`src/rtl/lbdr_pkt_router.sv`:
```
// LBDR route compute with packet lock, single-hop deroute and error flags.
// Latency: route/busy/deroute/err are registered, valid one cycle after the flit.
// No backpressure: flit_valid is taken as-is each cycle, the result feeds the switch allocator.
//
// Ports:
//   clk, rst            clock, synchronous active-high reset
//   cfg_we, cfg_*       runtime load of routing bits, connectivity, own address, deroute port
//   flit_valid, flit_id flit presence and type (header/body/tail)
//   dst_addr            destination address, used on headers only
//   route               output port vector {L,S,W,E,N}
//   busy, deroute, err  route locked, route came from deroute, one-cycle error pulse
module lbdr_pkt_router #(
  parameter int                       COORD_W    = 2,
  parameter int                       FID_W      = 3,
  parameter logic [FID_W-1:0]         FID_HEADER = 3'b001,
  parameter logic [FID_W-1:0]         FID_BODY   = 3'b010,
  parameter logic [FID_W-1:0]         FID_TAIL   = 3'b100,
  parameter logic [7:0]               RXY_RST    = 8'd60,
  parameter logic [3:0]               CX_RST     = 4'd15,
  parameter logic [2*COORD_W-1:0]     ADDR_RST   = 5,
  parameter logic [1:0]               DR_RST     = 2'd0
) (
  input  logic                 clk,
  input  logic                 rst,
  input  logic                 cfg_we,
  input  logic [7:0]           cfg_rxy,
  input  logic [3:0]           cfg_cx,
  input  logic [2*COORD_W-1:0] cfg_addr,
  input  logic [1:0]           cfg_dr,
  input  logic                 flit_valid,
  input  logic [FID_W-1:0]     flit_id,
  input  logic [2*COORD_W-1:0] dst_addr,
  output logic [4:0]           route,
  output logic                 busy,
  output logic                 deroute,
  output logic                 err
);

  typedef enum logic {IDLE, LOCKED} state_t;

  state_t state, state_nxt;

  logic [7:0]           rxy_q;
  logic [3:0]           cx_q;
  logic [2*COORD_W-1:0] addr_q;
  logic [1:0]           dr_q;

  // Configuration registers; a header in the same cycle as cfg_we still
  // sees the old values because the route below reads the registered copy.
  always_ff @(posedge clk) begin
    if (rst) begin
      rxy_q  <= RXY_RST;
      cx_q   <= CX_RST;
      addr_q <= ADDR_RST;
      dr_q   <= DR_RST;
    end else if (cfg_we) begin
      rxy_q  <= cfg_rxy;
      cx_q   <= cfg_cx;
      addr_q <= cfg_addr;
      dr_q   <= cfg_dr;
    end
  end

  logic [COORD_W-1:0] x_cur, y_cur, x_dst, y_dst;
  assign x_cur = addr_q[COORD_W-1:0];
  assign y_cur = addr_q[2*COORD_W-1:COORD_W];
  assign x_dst = dst_addr[COORD_W-1:0];
  assign y_dst = dst_addr[2*COORD_W-1:COORD_W];

  logic n1, s1, e1, w1;
  assign n1 = y_dst < y_cur;
  assign s1 = y_cur < y_dst;
  assign e1 = x_cur < x_dst;
  assign w1 = x_dst < x_cur;

  // rxy_q bit order: {Rsw,Rse,Rws,Rwn,Res,Ren,Rnw,Rne}
  logic [4:0] min_vec;
  assign min_vec[0] = ((n1 & ~e1 & ~w1) | (n1 & e1 & rxy_q[0]) | (n1 & w1 & rxy_q[1])) & cx_q[0];
  assign min_vec[1] = ((e1 & ~n1 & ~s1) | (e1 & n1 & rxy_q[2]) | (e1 & s1 & rxy_q[3])) & cx_q[1];
  assign min_vec[2] = ((w1 & ~n1 & ~s1) | (w1 & n1 & rxy_q[4]) | (w1 & s1 & rxy_q[5])) & cx_q[2];
  assign min_vec[3] = ((s1 & ~e1 & ~w1) | (s1 & e1 & rxy_q[6]) | (s1 & w1 & rxy_q[7])) & cx_q[3];
  assign min_vec[4] = ~n1 & ~e1 & ~w1 & ~s1;

  // Deroute only when no minimal port survives; local never falls through
  // here since min_vec[4] is then set.
  logic [3:0] dr_hot, dr_cand;
  assign dr_hot  = 4'b0001 << dr_q;
  assign dr_cand = dr_hot & cx_q;

  logic       min_ok, res_ok, res_dr;
  logic [4:0] res_route;
  assign min_ok    = |min_vec;
  assign res_ok    = min_ok | (|dr_cand);
  assign res_dr    = ~min_ok;
  assign res_route = min_ok ? min_vec : {1'b0, dr_cand};

  logic is_hdr, is_body, is_tail;
  assign is_hdr  = flit_id == FID_HEADER;
  assign is_body = flit_id == FID_BODY;
  assign is_tail = flit_id == FID_TAIL;

  // State register
  always_ff @(posedge clk) begin
    if (rst) state <= IDLE;
    else     state <= state_nxt;
  end

  // Next-state logic
  always_comb begin
    state_nxt = state;
    if (flit_valid) begin
      case (state)
        IDLE:   if (is_hdr && res_ok) state_nxt = LOCKED;
        LOCKED: if (is_tail || (is_hdr && !res_ok)) state_nxt = IDLE;
        default: state_nxt = IDLE;
      endcase
    end
  end

  // Output logic: next values of the registered outputs
  logic [4:0] route_nxt;
  logic       busy_nxt, deroute_nxt, err_nxt;

  always_comb begin
    route_nxt   = route;
    busy_nxt    = busy;
    deroute_nxt = deroute;
    err_nxt     = 1'b0;
    if (flit_valid) begin
      if (is_hdr) begin
        // A header while locked means the previous tail went missing.
        err_nxt = (state == LOCKED) || !res_ok;
        if (res_ok) begin
          route_nxt   = res_route;
          busy_nxt    = 1'b1;
          deroute_nxt = res_dr;
        end else begin
          route_nxt   = 5'd0;
          busy_nxt    = 1'b0;
          deroute_nxt = 1'b0;
        end
      end else if (is_tail && state == LOCKED) begin
        route_nxt   = 5'd0;
        busy_nxt    = 1'b0;
        deroute_nxt = 1'b0;
      end else if (!(is_body && state == LOCKED)) begin
        err_nxt = 1'b1;
      end
    end
  end

  always_ff @(posedge clk) begin
    if (rst) begin
      route   <= 5'd0;
      busy    <= 1'b0;
      deroute <= 1'b0;
      err     <= 1'b0;
    end else begin
      route   <= route_nxt;
      busy    <= busy_nxt;
      deroute <= deroute_nxt;
      err     <= err_nxt;
    end
  end

endmodule

```
`config.mk`:
```
export PLATFORM = sky130hd
export DESIGN_NAME = lbdr_pkt_router
export DESIGN_NICKNAME = d
export VERILOG_FILES = /design/src/rtl/lbdr_pkt_router.sv
export SDC_FILE = /design/constraint.sdc
export NUM_CORES = 1
export LEC_CHECK = 0
export CAP_MARGIN = 5
export CORE_MARGIN = 5
export CORE_UTILIZATION = 47
export DETAILED_ROUTE_END_ITERATION = 7
export PLACE_DENSITY = 0.82
export SLEW_MARGIN = 20
export SYNTH_ARGS = -nofsm -noshare
export SYNTH_HDL_FRONTEND = slang
export SYNTH_SLANG_ARGS = --single-unit
```
`constraint.sdc`:
```
create_clock -name clk -period 2.7 [get_ports clk]
set_clock_uncertainty 0.05 [all_clocks]
set_input_delay 0.81 -clock clk [delete_from_list [all_inputs] [get_ports clk]]
set_output_delay 0.81 -clock clk [all_outputs]
set_load 0.02 [all_outputs]
```
==> results of run 1 <==
stage by stage:
stage	TNS (ps)	instances	total power, mW	hold slack [ps]	utilization (%)
6_report	0	208	0.793	446	65.9
5_1_grt	0	208	0.831	486	65.9
4_1_cts	0	208	0.800	450	65.7
3_5_place_dp	-1990	204	0.625	424	64.6
3_3_place_gp	-1730	204	0.618	421	64.6
2_1_floorplan	0	133	0.538	392	-
flip-flops by register name, indices dropped and copies added, names as in the netlist:
register / count
deroute: 1
rxy_q: 8
cx_q: 4
route: 5
err: 1
busy: 1
addr_q: 4
dr_q: 2
state: 1
routing by layer:
metal / share of wire, % / global-route usage [%]
met5: 0 / 0
met4: 2.2 / 7.16
met3: 6.1 / 4.86
met2: 52 / 30.6
met1: 39 / 17.1
synth_stat cells, drive strengths merged (3+ instances only):
cell	number	share of area [%]
a22oi	5	2.9
inv	8	2.3
a32o	3	2.3
ha	4	3.8
o21ai	3	1.1
nand2	14	4.0
nor2b	3	2.2
mux2i	17	13
dfxtp	27	41
o2111a	3	2.6
nor2	16	4.8
report_power, final:
| part | leakage (nW) | internal, mW | switching (mW) | total (mW) |
|---|---|---|---|---|
| registers | 0.222 | 0.419 | 0.0156 | 0.434 |
| clock network | 0.0177 | 0.0556 | 0.118 | 0.174 |
| logic | 0.519 | 0.105 | 0.0796 | 0.185 |
| total | 0.758 | 0.580 | 0.214 | 0.793 |
tightest hold or removal path, cell delays in order (launching register included):
cell and delay, ps:
dfxtp_1 360, mux2i_1 70, nand2_1 50
cell families (layout without fill, tap and decap cells):
| logic type | count (synthesis) | count (layout) |
|---|---|---|
| muxes | 19 | 19 |
| buffers and inverters | 12 | 56 |
| DFF | 27 | 27 |
| AOI/OAI and AO/OA | 23 | 23 |
| and+or+nand+nor | 47 | 47 |
| xor gates and xnor gates | 1 | 1 |
| adders and majority gates | 4 | 4 |
cell type report:
| class | instances | area, µm² |
|---|---|---|
| Tap cell | 31 | 38.8 |
| Sequential cell | 27 | 541 |
| Clock inverter | 1 | 5.00 |
| Inverter | 8 | 30.0 |
| Multi-Input combinational cell | 94 | 728 |
| Clock buffer | 3 | 22.5 |
| Timing Repair Buffer | 44 | 420 |
| Fill cell | 233 | 925 |
repair_timing:
item | 4_1_cts | 5_1_grt
setup endpoints to repair | 0 | 3
hold endpoints to repair | 0 | 0
resized for setup | 0 | 1
layout by cell type, fill, tap and decap left out, types with 2 or more instances in the layout:
| cell type | instances |
|---|---|
| ha_1 | 4 |
| or3_1 | 2 |
| nor2_1 | 15 |
| clkdlybuf4s50_1 | 36 |
| nand3b_1 | 2 |
| dfxtp_1 | 27 |
| a41o_1 | 2 |
| mux2i_1 | 17 |
| clkbuf_4 | 3 |
| a22oi_1 | 5 |
| o2111a_1 | 3 |
| a32o_1 | 3 |
| buf_4 | 8 |
| nand2_1 | 14 |
| inv_1 | 8 |
| o21ai_0 | 2 |
| o2bb2ai_1 | 2 |
worst paths after layout:
check             slack [ps]  depth (start not counted)              startpoint                    end
setup / recovery          40                          8             dst_addr[1]         err$_SDFF_PP0_
hold reg to reg          450                          2   rxy_q[4]$_SDFFE_PP1P_  rxy_q[4]$_SDFFE_PP1P_
setup reg to reg         550                          8  addr_q[1]$_SDFFE_PP0P_         err$_SDFF_PP0_
hold / removal           450                          2   rxy_q[4]$_SDFFE_PP1P_  rxy_q[4]$_SDFFE_PP1P_
==> metrics.txt, run 1 <==
routed length per instance=15.1 µm; cell area after placement=0.00175 mm²; clock buffer depth=2; Synth Area in Adders=3.82%; Setup Viol. Count Final=0; Post-Synth XOR/XNOR Area=0.669%; Crit Path Max Fanout=4; Avg Inst Size Synth=9.85 µm²; Worst-Skew Late Latency=330 ps; hpwl dp=2.54 mm; FMAX=0.376 GHz; total track usage=16.6%; Period Utilization, post-route=98.4%; Slew @ Worst Pin=405 ps; asr flop ratio synth=0%; multiplexer area fraction after synthesis=15.6%; main combinational cell family by area after synthesis=simple AND/OR/NAND/NOR gates; Root Driver=clkbuf_4; status=complete, no violations; Slowest cell on crit path=clkdlybuf4s50_1; Final ANT Viol Nets=0; max_slew headroom=72.9%; Nets=211; Leakage=0.758 nW; RSZ-0062 raised after global routing=false; DR pass1 iterations=4; Synth Area in Simple Gates=19.5%; Crit path max-delay family=simple AND/OR/NAND/NOR gates; Syn Nets=166; clock slew at reported path FFs=150 ps; Yosys cell types=38; global-route wire length before repair=5.38 mm; Routed WL=3.13 mm; GP Congestion=0.906; Hold Fails Final Rpt=0; critical path class=in2reg; number of flops mapped to enable cells by yosys=0; fin crit period=2660 ps; sequential share of the synthesized area=41.3%; CTS tree=done; vias in the first global route=1234; crit-path max cell delay=410 ps; Crit. End Element=flip-flop; Data arrival, critical path=2860 ps; CTS buffer count=3; Area Growth Syn to Fin=36.3%; Final Cell Area=0.00179 mm²; core area=0.00271 mm²; Power Density=444 mW/mm²; MaxCap Viol Count=0; pin count of the biggest net entering global routing=20; Placement Setup Slack=-290 ps; Die W=62.8 µm; # rows=19; Peak VDD IR=0.000364 V; DRC=0; vias post-DR=1169; postcts setup bufs=0; num ports=37; diode count=0; Hold Crit Class=reg2reg; crit start category=input port; initial antenna violation count=0; H-tree level count=1; synthesized cell area=0.00131 mm²; Yosys reg bits=27; CTS Sinks=27; Vias/cell=5.62; Setup WS post-layout=43.5 ps; Pins Over Slew Limit=0; Initial DRC Count=48; Buffers on Ports=36; Worst Path Required=2910 ps; Mapped Cells=133; Synth Area in Compound Gates=15.6%; worst path cell trace=clkdlybuf4s50_1 > ha_1 > nor2b_2 > or3_1 > o2111a_1 > nor3_2 > nand3b_1 > a221oi_2; GR Overflow Total=0; main flop type after synthesis=dfxtp_1; initial cell density of the core=48.3%; CP bufs+invs=1; share of layout cells above drive strength 1=13.6%; Syn. warnings=0; die area=0.00394 mm²; Die Ht=62.8 µm; cts-stage hold buffer count=0
Note: power is estimated with default switching activity, not from simulation.
==> run 2: changes to the inputs <==
--- a/config.mk
+++ b/config.mk
@@ -5,11 +5,10 @@
 export SDC_FILE = /design/constraint.sdc
 export NUM_CORES = 1
 export LEC_CHECK = 0
-export CAP_MARGIN = 5
-export CORE_MARGIN = 5
-export CORE_UTILIZATION = 47
+export CAP_MARGIN = 40
+export CORE_UTILIZATION = 42
 export DETAILED_ROUTE_END_ITERATION = 7
-export PLACE_DENSITY = 0.82
+export PLACE_DENSITY = 0.77
 export SLEW_MARGIN = 20
 export SYNTH_ARGS = -nofsm -noshare
 export SYNTH_HDL_FRONTEND = slang
==> constraint.sdc (replaced) <==
create_clock -name clk -period 2.25 [get_ports clk]
set_clock_uncertainty 0.05 [all_clocks]
set_input_delay 0.675 -clock clk [delete_from_list [all_inputs] [get_ports clk]]
set_output_delay 0.675 -clock clk [all_outputs]
set_load 0.02 [all_outputs]
==> metrics.txt, run 2 (synthesis results as in run 1) <==
status=finished, violations left (was complete, no violations); failing checks=DRC; CTS Sinks=27 (unchanged); commonest non-fill, non-tap cell in the layout=clkdlybuf4s50_1 (unchanged); Crit path max-delay family=compound AO/OA/AOI/OAI gates (was simple AND/OR/NAND/NOR gates); Area Growth Syn to Fin=48.0% (was 36.3%); Data arrival, critical path=2370 ps (was 2860 ps); Leakage=0.833 nW (was 0.758 nW); Worst Hold Depth=2 (unchanged); Power Density=514 mW/mm² (was 444 mW/mm²); placed cells=210 (was 204); diode count=0 (unchanged); Vias/cell=5.32 (was 5.62); Crit. End Element=flip-flop (unchanged); Die Ht=57.9 µm (was 62.8 µm); Buffers on Ports=36 (unchanged); critical path class=in2reg (unchanged); Setup Viol. Count Final=0 (unchanged); DR pass1 iterations=6 (was 4); crit-path max cell delay=360 ps (was 410 ps); Nets=223 (was 211); die area=0.00335 mm² (was 0.00394 mm²); critical path depth=10 (was 8); Hold Path Origin=rxy_q[5]$_SDFFE_PP1P_ (was rxy_q[4]$_SDFFE_PP1P_); Slowest cell on crit path=a2111oi_4 (was clkdlybuf4s50_1); DRC=1 (was 0); Period Utilization, post-route=97.0%; biggest regs=rxy_q x8, route x5 (unchanged); clock buffer depth=2 (unchanged); initial antenna violation count=0 (unchanged); max reg flops=8 (unchanged); final hold slack=462 ps (was 446 ps); FMAX=0.458 GHz; RR Endpoint=route[3]$_SDFFE_PP0P_ (was err$_SDFF_PP0_); pin count of the biggest net entering global routing=20 (unchanged); reg2reg path depth=9 (was 8); Crit Path Max Fanout=5 (was 4); vias in the first global route=1161 (was 1234); global-route wire length before repair=5.04 mm (was 5.38 mm); total track usage=19.8% (was 16.6%); CP bufs+invs=3 (was 1); Hold Crit Class=reg2reg (unchanged); fin crit period=2180 ps; CTS buffer count=3 (unchanged); core area=0.00285 mm² (was 0.00271 mm²); Routed WL=3.15 mm (was 3.13 mm); Pins Over Slew Limit=0 (unchanged); most frequent cells in the layout=32 x clkdlybuf4s50_1, 27 x dfxtp_1, 19 x buf_4 (was 36 x clkdlybuf4s50_1, 27 x dfxtp_1, 17 x mux2i_1); routed length per instance=14.3 µm (was 15.1 µm); Die W=57.9 µm (was 62.8 µm); hpwl dp=2.42 mm (was 2.54 mm); H-tree level count=1 (unchanged); num ports=37 (unchanged); cts-stage hold buffer count=0 (unchanged); Root Driver=clkbuf_4 (unchanged); Finished Layout Cells=220 (was 208); vias post-DR=1171 (was 1169); Initial DRC Count=33 (was 48); worst min-delay path endpoint=rxy_q[5]$_SDFFE_PP1P_ (was rxy_q[4]$_SDFFE_PP1P_); Worst-Skew Late Latency=330 ps (about the same); Most flops, register=rxy_q (unchanged); # rows=19 (unchanged); FF-to-FF Start=addr_q[1]$_SDFFE_PP0P_ (unchanged); Slew @ Worst Pin=354 ps (was 405 ps); Final Util=68.0% (was 65.9%); clock slew at reported path FFs=140 ps (was 150 ps); Final ANT Viol Nets=0 (unchanged); GR Overflow Total=0 (unchanged); CTS tree=done (unchanged); GP Congestion=0.897 (was 0.906); share of layout cells above drive strength 1=22.8% (was 13.6%); Worst Path Required=2440 ps (was 2910 ps); max_slew headroom=76.1% (was 72.9%); worst path cell trace=clkdlybuf4s15_1 > inv_2 > ha_4 > nor2b_4 > buf_4 > nor2_2 > a2111oi_4 > nor3_2 > and3_4 > a41o_1 (was clkdlybuf4s50_1 > ha_1 > nor2b_2 > or3_1 > o2111a_1 > nor3_2 > nand3b_1 > a221oi_2); Hold Fails Final Rpt=0 (unchanged); Peak VDD IR=0.000459 V (was 0.000364 V); r2r setup slk=230 ps (was 550 ps); MaxCap Viol Count=0 (unchanged); crit start category=input port (unchanged); initial cell density of the core=45.9% (was 48.3%)
[run 2: worst max path at each step]
stage,slack [ps],startpoint,endpoint
floorplan,-3,dst_addr[3],busy$_SDFFE_PP0P_
global placement,-570,dst_addr[3],busy$_SDFFE_PP0P_
detailed placement,-590,dst_addr[3],state$_SDFFE_PP0P_
CTS,2,dst_addr[1],state$_SDFFE_PP0P_
global route,-4,dst_addr[3],err$_SDFF_PP0_
finish,70,dst_addr[3],route[3]$_SDFFE_PP0P_
[run 2: cell type report]
type	count	area [µm²]
sequential	27	541
multi-input combinational	94	778
fill	225	913
clock inverter	1	5.00
inverter	8	30.0
clock buffer	3	22.5
timing repair buffer	56	524
tap	31	38.8
[run 2: power breakdown]
part	total, mW	internal, mW	leakage, nW	switching, mW
Sequential	0.522	0.502	0.222	0.0195
Combinational	0.266	0.157	0.593	0.110
Clock	0.208	0.0668	0.0177	0.142
Total	0.997	0.726	0.833	0.271
[run 2: timing repair]
item	in CTS	in global routing
hold endpoints to repair	0	0
buffers inserted	2	4
pin swaps	10	9
gates resized for setup	10	4
endpoints found under the setup margin	8	8
[run 2: worst reg2reg max path, cell delays in order, from the launching register on]
cell     delay (ps)
dfxtp_1         360
inv_1            70
ha_4            260
nor2b_4         170
o21ai_2          80
nor4b_1         310
buf_4           170
nor2_1           50
and3_4          180
a41o_1          240
[run 2: per-stage QoR]
stage               worst slack [ps]  power (mW)  instance area, µm²  setup TNS (ps)
floorplan                      -3.17       0.649                1320           -6.35
global placement                -566       0.755                1820           -4430
detailed placement              -589       0.763                1820           -4680
CTS                             2.40       0.981                1900               0
global route                   -3.94        1.03                1940           -3.94
finish                          67.3       0.997                1940               0
[run 2: metal layers]
| layer | GRT usage [%] | share of wire, % |
|---|---|---|
| met1 | 22.4 | 43 |
| met4 | 5.44 | 1.5 |
| met3 | 4.02 | 3.7 |
| met2 | 37.4 | 52 |
| met5 | 0 | 0 |
==> run 3: changes to the inputs <==
--- a/config.mk
+++ b/config.mk
@@ -8,7 +8,7 @@
 export CAP_MARGIN = 40
 export CORE_UTILIZATION = 42
 export DETAILED_ROUTE_END_ITERATION = 7
-export PLACE_DENSITY = 0.77
+export PLACE_DENSITY = 0.74
 export SLEW_MARGIN = 20
 export SYNTH_ARGS = -nofsm -noshare
 export SYNTH_HDL_FRONTEND = slang
==> metrics.txt, run 3 (synthesis results as in run 1) <==
status=finished, violations left (unchanged); failing checks=DRC (unchanged); CTS Sinks=27 (unchanged); CTS tree=done (unchanged); Buffers on Ports=36 (unchanged); Slowest cell on crit path=ha_2 (was a2111oi_4); crit-path max cell delay=270 ps (was 360 ps); fin crit period=2130 ps (was 2180 ps); Routed WL=3.23 mm (was 3.15 mm); Die Ht=57.9 µm (unchanged); Final Cell Area=0.00195 mm² (was 0.00194 mm²); num ports=37 (unchanged); vias in the first global route=1234 (was 1161); total track usage=21.0% (was 19.8%); Area Growth Syn to Fin=48.6% (was 48.0%); Vias/cell=5.36 (was 5.32); hpwl dp=2.41 mm (was 2.42 mm); initial antenna violation count=0 (unchanged); clock buffer depth=2 (unchanged); Final Util=68.2% (was 68.0%); critical path class=in2reg (unchanged); Slew @ Worst Pin=439 ps (was 354 ps); initial cell density of the core=45.9% (unchanged); die area=0.00335 mm² (unchanged); # rows=19 (unchanged); Pins Over Slew Limit=0 (unchanged); Setup Viol. Count Final=0 (unchanged); Root Driver=clkbuf_4 (unchanged); global-route wire length before repair=5.43 mm (was 5.04 mm); CP bufs+invs=3 (unchanged); Crit. End Element=flip-flop (unchanged); share of layout cells above drive strength 1=25.1% (was 22.8%); GR Overflow Total=0 (unchanged); MaxCap Viol Count=0 (unchanged); Initial DRC Count=28 (was 33); vias post-DR=1191 (was 1171); r2r setup slk=200 ps (was 230 ps); Crit path max-delay family=compound AO/OA/AOI/OAI gates (unchanged); Die W=57.9 µm (unchanged); core area=0.00285 mm² (unchanged); Power Density=513 mW/mm² (was 514 mW/mm²); Crit Path Max Fanout=3 (was 5); Data arrival, critical path=2330 ps (was 2370 ps); Worst-Skew Late Latency=320 ps (was 330 ps); Most flops, register=rxy_q (unchanged); diode count=0 (unchanged); H-tree level count=1 (unchanged); commonest non-fill, non-tap cell in the layout=clkdlybuf4s50_1 (unchanged); Peak VDD IR=0.000474 V (was 0.000459 V); Hold Crit Class=reg2reg (unchanged); RSZ-0062 raised after global routing=false; FMAX=0.469 GHz (was 0.458 GHz); Leakage=0.836 nW (was 0.833 nW); CTS buffer count=3 (unchanged); clock slew at reported path FFs=140 ps (about the same); worst path cell trace=dlygate4sd2_1 > inv_1 > ha_2 > nand2_2 > o21ai_2 > buf_4 > o2111a_1 > nor3_2 > nand3b_1 > a221oi_2 (was clkdlybuf4s15_1 > inv_2 > ha_4 > nor2b_4 > buf_4 > nor2_2 > a2111oi_4 > nor3_2 > and3_4 > a41o_1); max reg flops=8 (unchanged); Worst Path Required=2450 ps (was 2440 ps); Final ANT Viol Nets=0 (unchanged); routed length per instance=14.5 µm (was 14.3 µm); most frequent cells in the layout=32 x clkdlybuf4s50_1, 27 x dfxtp_1, 21 x buf_4 (was 32 x clkdlybuf4s50_1, 27 x dfxtp_1, 19 x buf_4); pin count of the biggest net entering global routing=20 (unchanged); cell area after placement=0.00184 mm² (was 0.00182 mm²); DRC=3 (was 1); DR pass1 iterations=6 (unchanged); biggest regs=rxy_q x8, route x5 (unchanged); crit start category=input port (unchanged); Nets=225 (was 223); GP Congestion=0.877 (was 0.897); Period Utilization, post-route=94.7% (was 97.0%); Hold Fails Final Rpt=0 (unchanged); max_slew headroom=70.3% (was 76.1%)
run 3: changes by cell type in the layout (fill, tap and decap cells not counted), sizes merged:
cell / delta
clkdlybuf4s15: -2
clkbuf: +2
dlygate4sd2: +1
buf: +2
dlymetal6s2s: -1
run 3: repair_timing:
action | CTS | global route
resized for setup | 14 | 3
hold buffers | 0 | 0
endpoints found under the setup margin | 9 | 7
pin swaps | 11 | 9
buffers inserted | 3 | 3
cloned | 0 | 0
run 3: cell type report:
class / instances / area, µm²
Multi-Input combinational cell: 94 / 785
Sequential cell: 27 / 541
Fill cell: 247 / 906
Inverter: 8 / 30.0
Timing Repair Buffer: 58 / 526
Clock buffer: 3 / 22.5
Tap cell: 31 / 38.8
Clock inverter: 1 / 5.00
run 3: layer usage:
metal	wire [µm]	vias up	GRT usage, %
met1	1400	556	24.5
met4	36	0	4.42
li1	-	601	-
met2	1630	30	38.8
met5	0	-	0
met3	155	4	5.13
run 3: report_power, final:
group | internal [mW] | switching (mW)
registers | 0.502 | 0.0191
logic | 0.159 | 0.112
clock network | 0.0667 | 0.139
run 3: worst reg2reg max path, cell delays in order (launching register included):
cell	delay [ps]
dfxtp_1	410
ha_4	230
nor2b_4	130
or2_1	220
o2111a_1	290
nor3_2	210
nand3b_1	170
a221oi_2	270
run 3: final timing paths:
check,cells after the start,end,from
worst max-delay path,10,err$_SDFF_PP0_,dst_addr[0]
worst min-delay path,2,rxy_q[3]$_SDFFE_PP1P_,rxy_q[3]$_SDFFE_PP1P_
worst max register to register,7,err$_SDFF_PP0_,addr_q[3]$_SDFFE_PP0P_
worst min register to register,2,rxy_q[3]$_SDFFE_PP1P_,rxy_q[3]$_SDFFE_PP1P_
run 3: per-stage QoR:
| step | setup slack, ps | total power [mW] | hold WS, ps | setup TNS, ps | cells |
|---|---|---|---|---|---|
| after floorplan | -3.17 | 0.649 | 392 | -6.35 | 133 |
| after global placement | -563 | 0.758 | 417 | -4400 | 212 |
| final | 119 | 0.998 | 456 | 0 | 222 |
| after CTS | 23.4 | 0.991 | 461 | 0 | 219 |
| after global routing | 18.7 | 1.05 | 490 | 0 | 222 |
| after detailed placement | -623 | 0.767 | 424 | -4990 | 212 |
